<file path="src/rtl/count_mux_sequencer_pkg.sv">
// Shared definitions for the counter / AND-XOR mux sequencer: the FSM state
// encoding, the mux mode codes and the counter width.
package count_mux_sequencer_pkg;

    localparam int CNT_W = 3;

    localparam logic MODE_AND = 1'b0;
    localparam logic MODE_XOR = 1'b1;

    typedef enum logic [1:0] {
        ST_IDLE = 2'd0,
        ST_RUN  = 2'd1,
        ST_DONE = 2'd2
    } state_t;

endpackage : count_mux_sequencer_pkg

</file>
<file path="src/rtl/count_mux_sequencer_cnt_step_unit.sv">
// One datapath step: advances the 3-bit counter (wrapping 7 -> 0) and
// produces the mux result bit for the current count (c0&c2 or c0^c2).
module cnt_step_unit
    import count_mux_sequencer_pkg::*;
(
    input  logic [CNT_W-1:0] count,
    input  logic             mode,
    output logic [CNT_W-1:0] next_count,
    output logic             step_bit
);

    // Next count and mux bit from the current count.
    always_comb begin
        // NOTE: every output gets a value on every path through this block, so no latch is inferred.
        next_count = count + CNT_W'(1);
        step_bit   = 1'b0;
        if (mode == MODE_XOR) begin
            step_bit = count[0] ^ count[2];
        end else begin
            step_bit = count[0] & count[2];
        end
    end

endmodule : cnt_step_unit

</file>
<file path="src/rtl/count_mux_sequencer.sv">
// Command-driven controller for the counter / mux datapath. A command
// {mode, seed, len} loads the counter, runs len steps shifting one mux bit
// per step into a result register, then presents the packed bits and the
// final count on a valid/ready response channel. One command in flight.
module count_mux_sequencer
    import count_mux_sequencer_pkg::*;
#(
    parameter int LEN_W = 4,
    parameter int RES_W = 8
) (
    input  logic             clk,
    input  logic             res,
    input  logic             cmd_valid,
    output logic             cmd_ready,
    input  logic             cmd_mode,
    input  logic [CNT_W-1:0] cmd_seed,
    input  logic [LEN_W-1:0] cmd_len,
    output logic             rsp_valid,
    input  logic             rsp_ready,
    output logic [RES_W-1:0] rsp_data,
    output logic [CNT_W-1:0] rsp_count,
    output logic             busy
);

    state_t           state;
    logic [CNT_W-1:0] count;
    logic [LEN_W-1:0] remaining;
    logic [RES_W-1:0] shreg;
    logic             mode;

    logic [CNT_W-1:0] next_count;
    logic             step_bit;
    logic [RES_W-1:0] shreg_next;

    cnt_step_unit u_step (
        .count      (count),
        .mode       (mode),
        .next_count (next_count),
        .step_bit   (step_bit)
    );

    // Newest step bit enters at the LSB; bits older than RES_W steps fall off the top.
    assign shreg_next = {shreg[RES_W-2:0], step_bit};

    // Sequencer FSM with registered handshake outputs. The response registers are
    // loaded only on entry to DONE so they stay put while the next command runs.
    always_ff @(posedge clk) begin
        // NOTE: all state here is updated with non-blocking assignments so every
        // register sees the pre-edge values of the others, regardless of statement order.
        if (res) begin
            state     <= ST_IDLE;
            count     <= '0;
            remaining <= '0;
            shreg     <= '0;
            mode      <= MODE_AND;
            cmd_ready <= 1'b1;
            rsp_valid <= 1'b0;
            rsp_data  <= '0;
            rsp_count <= '0;
            busy      <= 1'b0;
        end else begin
            case (state)
                ST_IDLE: begin
                    if (cmd_valid && cmd_ready) begin
                        count     <= cmd_seed;
                        remaining <= cmd_len;
                        mode      <= cmd_mode;
                        shreg     <= '0;
                        cmd_ready <= 1'b0;
                        busy      <= 1'b1;
                        if (cmd_len == '0) begin
                            // Zero-length command: respond with the seed and an empty result.
                            state     <= ST_DONE;
                            rsp_valid <= 1'b1;
                            rsp_data  <= '0;
                            rsp_count <= cmd_seed;
                        end else begin
                            state <= ST_RUN;
                        end
                    end
                end

                ST_RUN: begin
                    shreg     <= shreg_next;
                    count     <= next_count;
                    remaining <= remaining - LEN_W'(1);
                    if (remaining == LEN_W'(1)) begin
                        state     <= ST_DONE;
                        rsp_valid <= 1'b1;
                        rsp_data  <= shreg_next;
                        rsp_count <= next_count;
                    end
                end

                ST_DONE: begin
                    if (rsp_ready) begin
                        state     <= ST_IDLE;
                        rsp_valid <= 1'b0;
                        cmd_ready <= 1'b1;
                        busy      <= 1'b0;
                    end
                end

                default: begin
                    state     <= ST_IDLE;
                    rsp_valid <= 1'b0;
                    cmd_ready <= 1'b1;
                    busy      <= 1'b0;
                end
            endcase
        end
    end

endmodule : count_mux_sequencer

</file>
<file path="config.mk">
export PLATFORM = sky130hd
export DESIGN_NAME = count_mux_sequencer
export DESIGN_NICKNAME = d
export VERILOG_FILES = /design/src/rtl/count_mux_sequencer_pkg.sv /design/src/rtl/count_mux_sequencer_cnt_step_unit.sv /design/src/rtl/count_mux_sequencer.sv
export SDC_FILE = /design/constraint.sdc
export NUM_CORES = 1
export LEC_CHECK = 0
export ABC_AREA = 1
export CAP_MARGIN = 25
export CORE_ASPECT_RATIO = 0.8
export CORE_MARGIN = 8
export CORE_UTILIZATION = 51
export DETAILED_ROUTE_END_ITERATION = 6
export PLACE_DENSITY = 0.78
export SYNTH_ARGS = -nofsm -noshare
export SYNTH_HDL_FRONTEND = slang
export SYNTH_HIERARCHICAL = 1
export SYNTH_SLANG_ARGS = --single-unit
</file>
<file path="constraint.sdc">
create_clock -name clk -period 1.5 [get_ports clk]
set_input_delay 0.45 -clock clk [delete_from_list [all_inputs] [get_ports clk]]
set_output_delay 0.45 -clock clk [all_outputs]
set_load 0.01 [all_outputs]
</file>
==> Word level (Yosys, flattened, before mapping) <==
Index checks and enable logic that the tools add are counted.
{ "totals": {"register_bits": 31, "wordCells": 62} }
{ "op_classes": {"muxes": 30, "reduce_logical": 10, "bitwise": 3, "addsub": 2, "n_eq_ne": 7} }
{ "ops": {"columns": ["cell", "count"], "rows": [
  ["8-bit 2-to-1 mux", 3],
  ["8-bit one-hot mux with 2 select lines", 1],
  ["7-bit one-hot mux with 2 select lines", 1],
  ["3-bit 2-to-1 mux", 4],
  ["3-bit one-hot mux with 2 select lines", 2],
  ["1-bit one-hot mux with 3 select lines", 3],
  ["1-bit 2-to-1 mux", 8],
  ["2-bit 2-to-1 mux", 4],
  ["2-bit inequality test (second input constant)", 4],
  ["4-bit one-hot mux with 2 select lines", 1],
  ["4-bit AND reduction", 2],
  ["7-bit 2-to-1 mux", 1],
  ["2-bit one-hot mux with 3 select lines", 1],
  ["3-bit AND reduction", 2],
  ["4-bit by 1-bit equality test with 1-bit output (second input constant)", 1],
  ["4-bit zero test", 1],
  ["4-bit 2-to-1 mux", 1],
  ["2-bit AND reduction", 2],
  ["4-bit by 1-bit subtractor with 4-bit output (second input constant)", 1],
  ["3-bit by 1-bit adder with 3-bit output (second input constant)", 1],
  ["2-bit by 1-bit equality test with 1-bit output (second input constant)", 1],
  ["2-bit equality test (second input constant)", 1],
  ["2-bit zero test", 1],
  ["2-bit nonzero test", 1],
  ["other kinds (4)", 4]
]} }

==> Longest topological paths before layout <==
{ "logic_depth": {"ltp_word": 4, "mapped_depth": 9} }

==> Modules after synthesis <==
Netlist, hierarchy kept.
{ "by_module_without_submodules": {"columns": ["mod", "instances", "cells_per_inst", "seq_area_each_um2", "area_each_um2"], "rows": [
  ["count_mux_sequencer", 1, 209, 620.6, 1418.9],
  ["cnt_step_unit", 1, 12, 0.0, 62.6]
]} }

==> Worst setup path after synthesis <==
No wires, ideal clock.
{ "synth_timing": {"kind": "input port to flip-flop", "from": "input port cmd_valid", "to": "register rsp_data[7]", "slack_ps": 194, "stages": 6, "t_required_ps": 1387, "t_arrival_ps": 1193, "n_path_buf": 1, "path_cell_list": "nand2_1 > a21oi_4 > nand3_4 > buf_6 > nor2_1 > nor2_1"} }
{ "synth_between": {"elab_chain_len": 3} }
{ "synth_rtl": {"columns": ["element", "line_no", "source"], "rows": [
  ["start: declaration", "count_mux_sequencer.sv:13", "input logic cmd_valid,"],
  ["1-bit logical AND", "count_mux_sequencer.sv:64", "if (cmd_valid && cmd_ready) begin"],
  ["2-bit inequality test (no line)", null, null],
  ["4-bit AND reduction (no line)", null, null],
  ["end signal: assignment", "count_mux_sequencer.sv:90", "rsp_data <= shreg_next;"],
  ["end: declaration", "count_mux_sequencer.sv:20", "output logic [RES_W-1:0] rsp_data,"]
]} }
Every way passes these cells.
A chain may end at the register's enable or synchronous reset.

==> Final worst setup path <==
{ "layout_timing": {"from": "register rsp_valid", "to": "output port rsp_valid"} }
{ "layout_lines": {"columns": ["element", "line_no", "source"], "rows": [
  ["start: declaration", "count_mux_sequencer.sv:18", "output logic rsp_valid,"],
  ["start signal: assignment", "count_mux_sequencer.sv:57", "rsp_valid <= 1'b0;"],
  ["start signal: assignment", "count_mux_sequencer.sv:74", "rsp_valid <= 1'b1;"],
  ["start signal: assignment", "count_mux_sequencer.sv:89", "rsp_valid <= 1'b1;"]
]} }
No word-level cell between the ends.

==> metrics.yaml <==
clock_tree:
  cts_tree: "done"
  clk_latency_ns: 0.34
  clock_sinks: 31
  cts_root_buf: "clkbuf_4"
  cts_buffer_depth: 2
  holdBufCountCts: 0
  cts_htree_levels: 2
  cts_buffers: 5
  clk_pin_slew_ns: 0.10
setup_path:
  reg2reg_to: "shreg[5]"
  start_kind: "flip-flop"
  crit_type: "reg -> out"
  reg2reg_depth: 6
  startpoint: "rsp_valid"
  cp_slowest_cell: "dfxtp_1"
  crit_required_ns: 1.05
  reg2reg_slack_ns: 0.11
  rr_startpoint: "state[0]"
  endpoint: "rsp_valid"
  path_depth: 1
  arrival_ns: 0.98
  path_cells: "dlygate4sd2_1"
  path_buf_inv: 1
  end_kind: "primary output"
  cpPeakStageDelay_ns: 0.36
  cp_top_family: "flip-flops"
  cp_max_fo: 2
yosys:
  yosys_warnings: 6
  synth_seq_area_share: 0.419
  yosysUniqueCellTypes: 20
  synth_area_leader_cell: "dfxtp_1"
  synth_fp_nets: 237
  syn_area_per_cell_um2: 6.70
  synth_area_leaders: "dfxtp_1, nand2_1, inv_1"
  postSynthCellCount: 221
  synth-seq-cells: 31
  synth_top_cell_area_share: 0.419
  syn_area_um2: 1480
timing:
  hold_viol_final: 0
  min_period_ns: 1.43
  fin_hold_ws_ns: 0.470
  fin_skew_ns: 0.00871
  drv_slew: 0
  slew_headroom: 0.793
  clock.fmax_mhz: 701
  setup_viol: 0
  tightest_slew_ns: 0.308
  rsz0062_at_grt: "true"
  post-route-period-util: 0.951
flow_run:
  maxCapViolations: 0
placed_design:
  dp_cells: 290
  globalplace.congestion: 0.890
  dp_hpwl_mm: 2.45
  portBuffers: 25
global_route:
  antenna_found_initial: 0
  grt_pass1_wl_mm: 5.82
  grt_pass1_vias: 1316
  grt-ovfl-total: 0
  grt_usage: 0.144
  grt_max_degree: 19
power_and_ir_drop:
  p_per_area_nw_per_um2: 1710
  p_leak_nw: 1.01
  vdd.ir_drop.worst_mv: 1.07
outcome:
  status: "finished, final reports clean"
drt:
  viasPerCell: 4.92
  drtIter0Drc: 128
  drt_pass1_iterations: 4
  vias: 1480
  postRouteAntennaNets: 0
  route.detailed.drc: 0
  drt-total-wl_mm: 3.62
  avgRoutedWirePerCell_um: 12.0
die:
  start_util: 0.536
  die_x_um: 76.3
  row_count: 17
  boundaryPins: 26
  dieArea_um2: 4900
  core-area_um2: 2770
  die_y_um: 64.2
final_layout:
  nFillCells: 239
  diodes: 0
  fin_nets: 278
  syn_to_final_growth_pct: 32.3
  instances_no_fill: 301
  drive_gt1_frac: 0.129
min_path:
  hp-class: "reg -> reg"
## power by group
| part | switching, W | internal [W] |
|---|---|---|
| clock | 0.000303 | 0.000394 |
| sequential | 0.000145 | 0.00103 |
| combinational | 0.000889 | 0.000594 |
| total | 0.00134 | 0.00202 |
## logic make-up (layout without fill, tap and decap cells)
family,after synthesis,count (layout),share of synthesized area
adder cells (fa/ha/maj),4,4,0.0338
AO/OA/AOI/OAI,30,30,0.117
buffers and inverters,45,85,0.122
flip-flops,31,31,0.419
AND/OR/NAND/NOR,111,113,0.308
## metrics by stage
| stage | area, um2 | setup slack (ns) | power [W] | setup TNS [ns] | util |
|---|---|---|---|---|---|
| 3_5_place_dp | 1830 | -0.284 | 0.00263 | -6.62 | 0.663 |
| 5_1_grt | 1960 | -0.0510 | 0.00362 | -0.0510 | 0.709 |
| 4_1_cts | 1900 | 0.0421 | 0.00324 | 0 | 0.688 |
| 6_report | 1960 | 0.0728 | 0.00336 | 0 | 0.709 |
| 2_1_floorplan | 1480 | 0.194 | 0.00209 | 0 | - |
| 3_3_place_gp | 1830 | -0.241 | 0.00260 | -5.39 | 0.663 |
## Yosys cell counts
cell type / count
dfxtp_1: 31
a21oi_4: 1
nor2_2: 1
a211oi_1: 3
clkbuf_1: 1
o22ai_1: 1
buf_2: 4
o21ai_0: 10
a21oi_1: 14
o21bai_1: 1
nand3_4: 1
inv_1: 37
buf_6: 1
nand3_1: 13
ha_1: 4
nor2_1: 29
nand3b_1: 2
clkinv_1: 1
nand2_1: 65
inv_2: 1
## layout make-up
| type | count | area [um2] | area share |
|---|---|---|---|
| clock buffer | 6 | 51.3 | 0.0262 |
| tap | 38 | 47.5 | 0.0243 |
| clock inverter | 2 | 35.0 | 0.0179 |
| inverter | 39 | 146 | 0.0747 |
| timing repair buffer | 38 | 337 | 0.172 |
| sequential | 31 | 623 | 0.318 |
| multi-input combinational | 147 | 719 | 0.367 |
## worst min path at each step
stage	start	end	slack (ns)	cells past startpoint
detailed placement	shreg[4]	shreg[4]	0.46	2
floorplan	mode	mode	0.44	2
finish	mode	mode	0.47	2
CTS	shreg[4]	shreg[4]	0.47	2
global placement	shreg[3]	shreg[3]	0.45	2
global route	mode	mode	0.49	2
## what timing repair did
action,4_1_cts,5_1_grt
buffers inserted,0,1
pin swaps,0,4
endpoints found under the hold margin,0,0
cloned,0,2
endpoints found under the setup margin,14,15
resized for setup,14,10
## sequential cells by signal, summed over array words and instances (netlist names), 2 cells and up
signal,flops
count,3
remaining,4
rsp_count,3
rsp_data,8
shreg,7
state,2
## routing by layer
layer / global-route usage / part of all wire
met1: 0.168 / 0.46
met2: 0.234 / 0.46
met3: 0.0517 / 0.063
met4: 0.0694 / 0.015
met5: 0 / 0
## worst min-delay path, cell delays in order (launching register included)
cell	delay, ns
dfxtp_1	0.34
inv_1	0.05
a21oi_1	0.05
## placed cells by master, fill, tap and decap left out, types with 2 or more instances in the layout
cell,Yosys,routed
nor2_1,29,28
inv_1,37,37
nand2_1,65,61
nor2_2,1,2
dfxtp_1,31,29
buf_4,0,12
ha_1,4,4
nand3_4,1,2
dlygate4sd2_1,0,14
clkbuf_4,0,5
o21ai_0,10,10
clkdlybuf4s50_1,0,10
dfxtp_2,0,2
a21oi_1,14,14
a211oi_1,3,3
nand3b_1,2,2
nand2_2,0,4
nand3_1,13,13
Note: power is estimated with default switching activity, not from simulation.
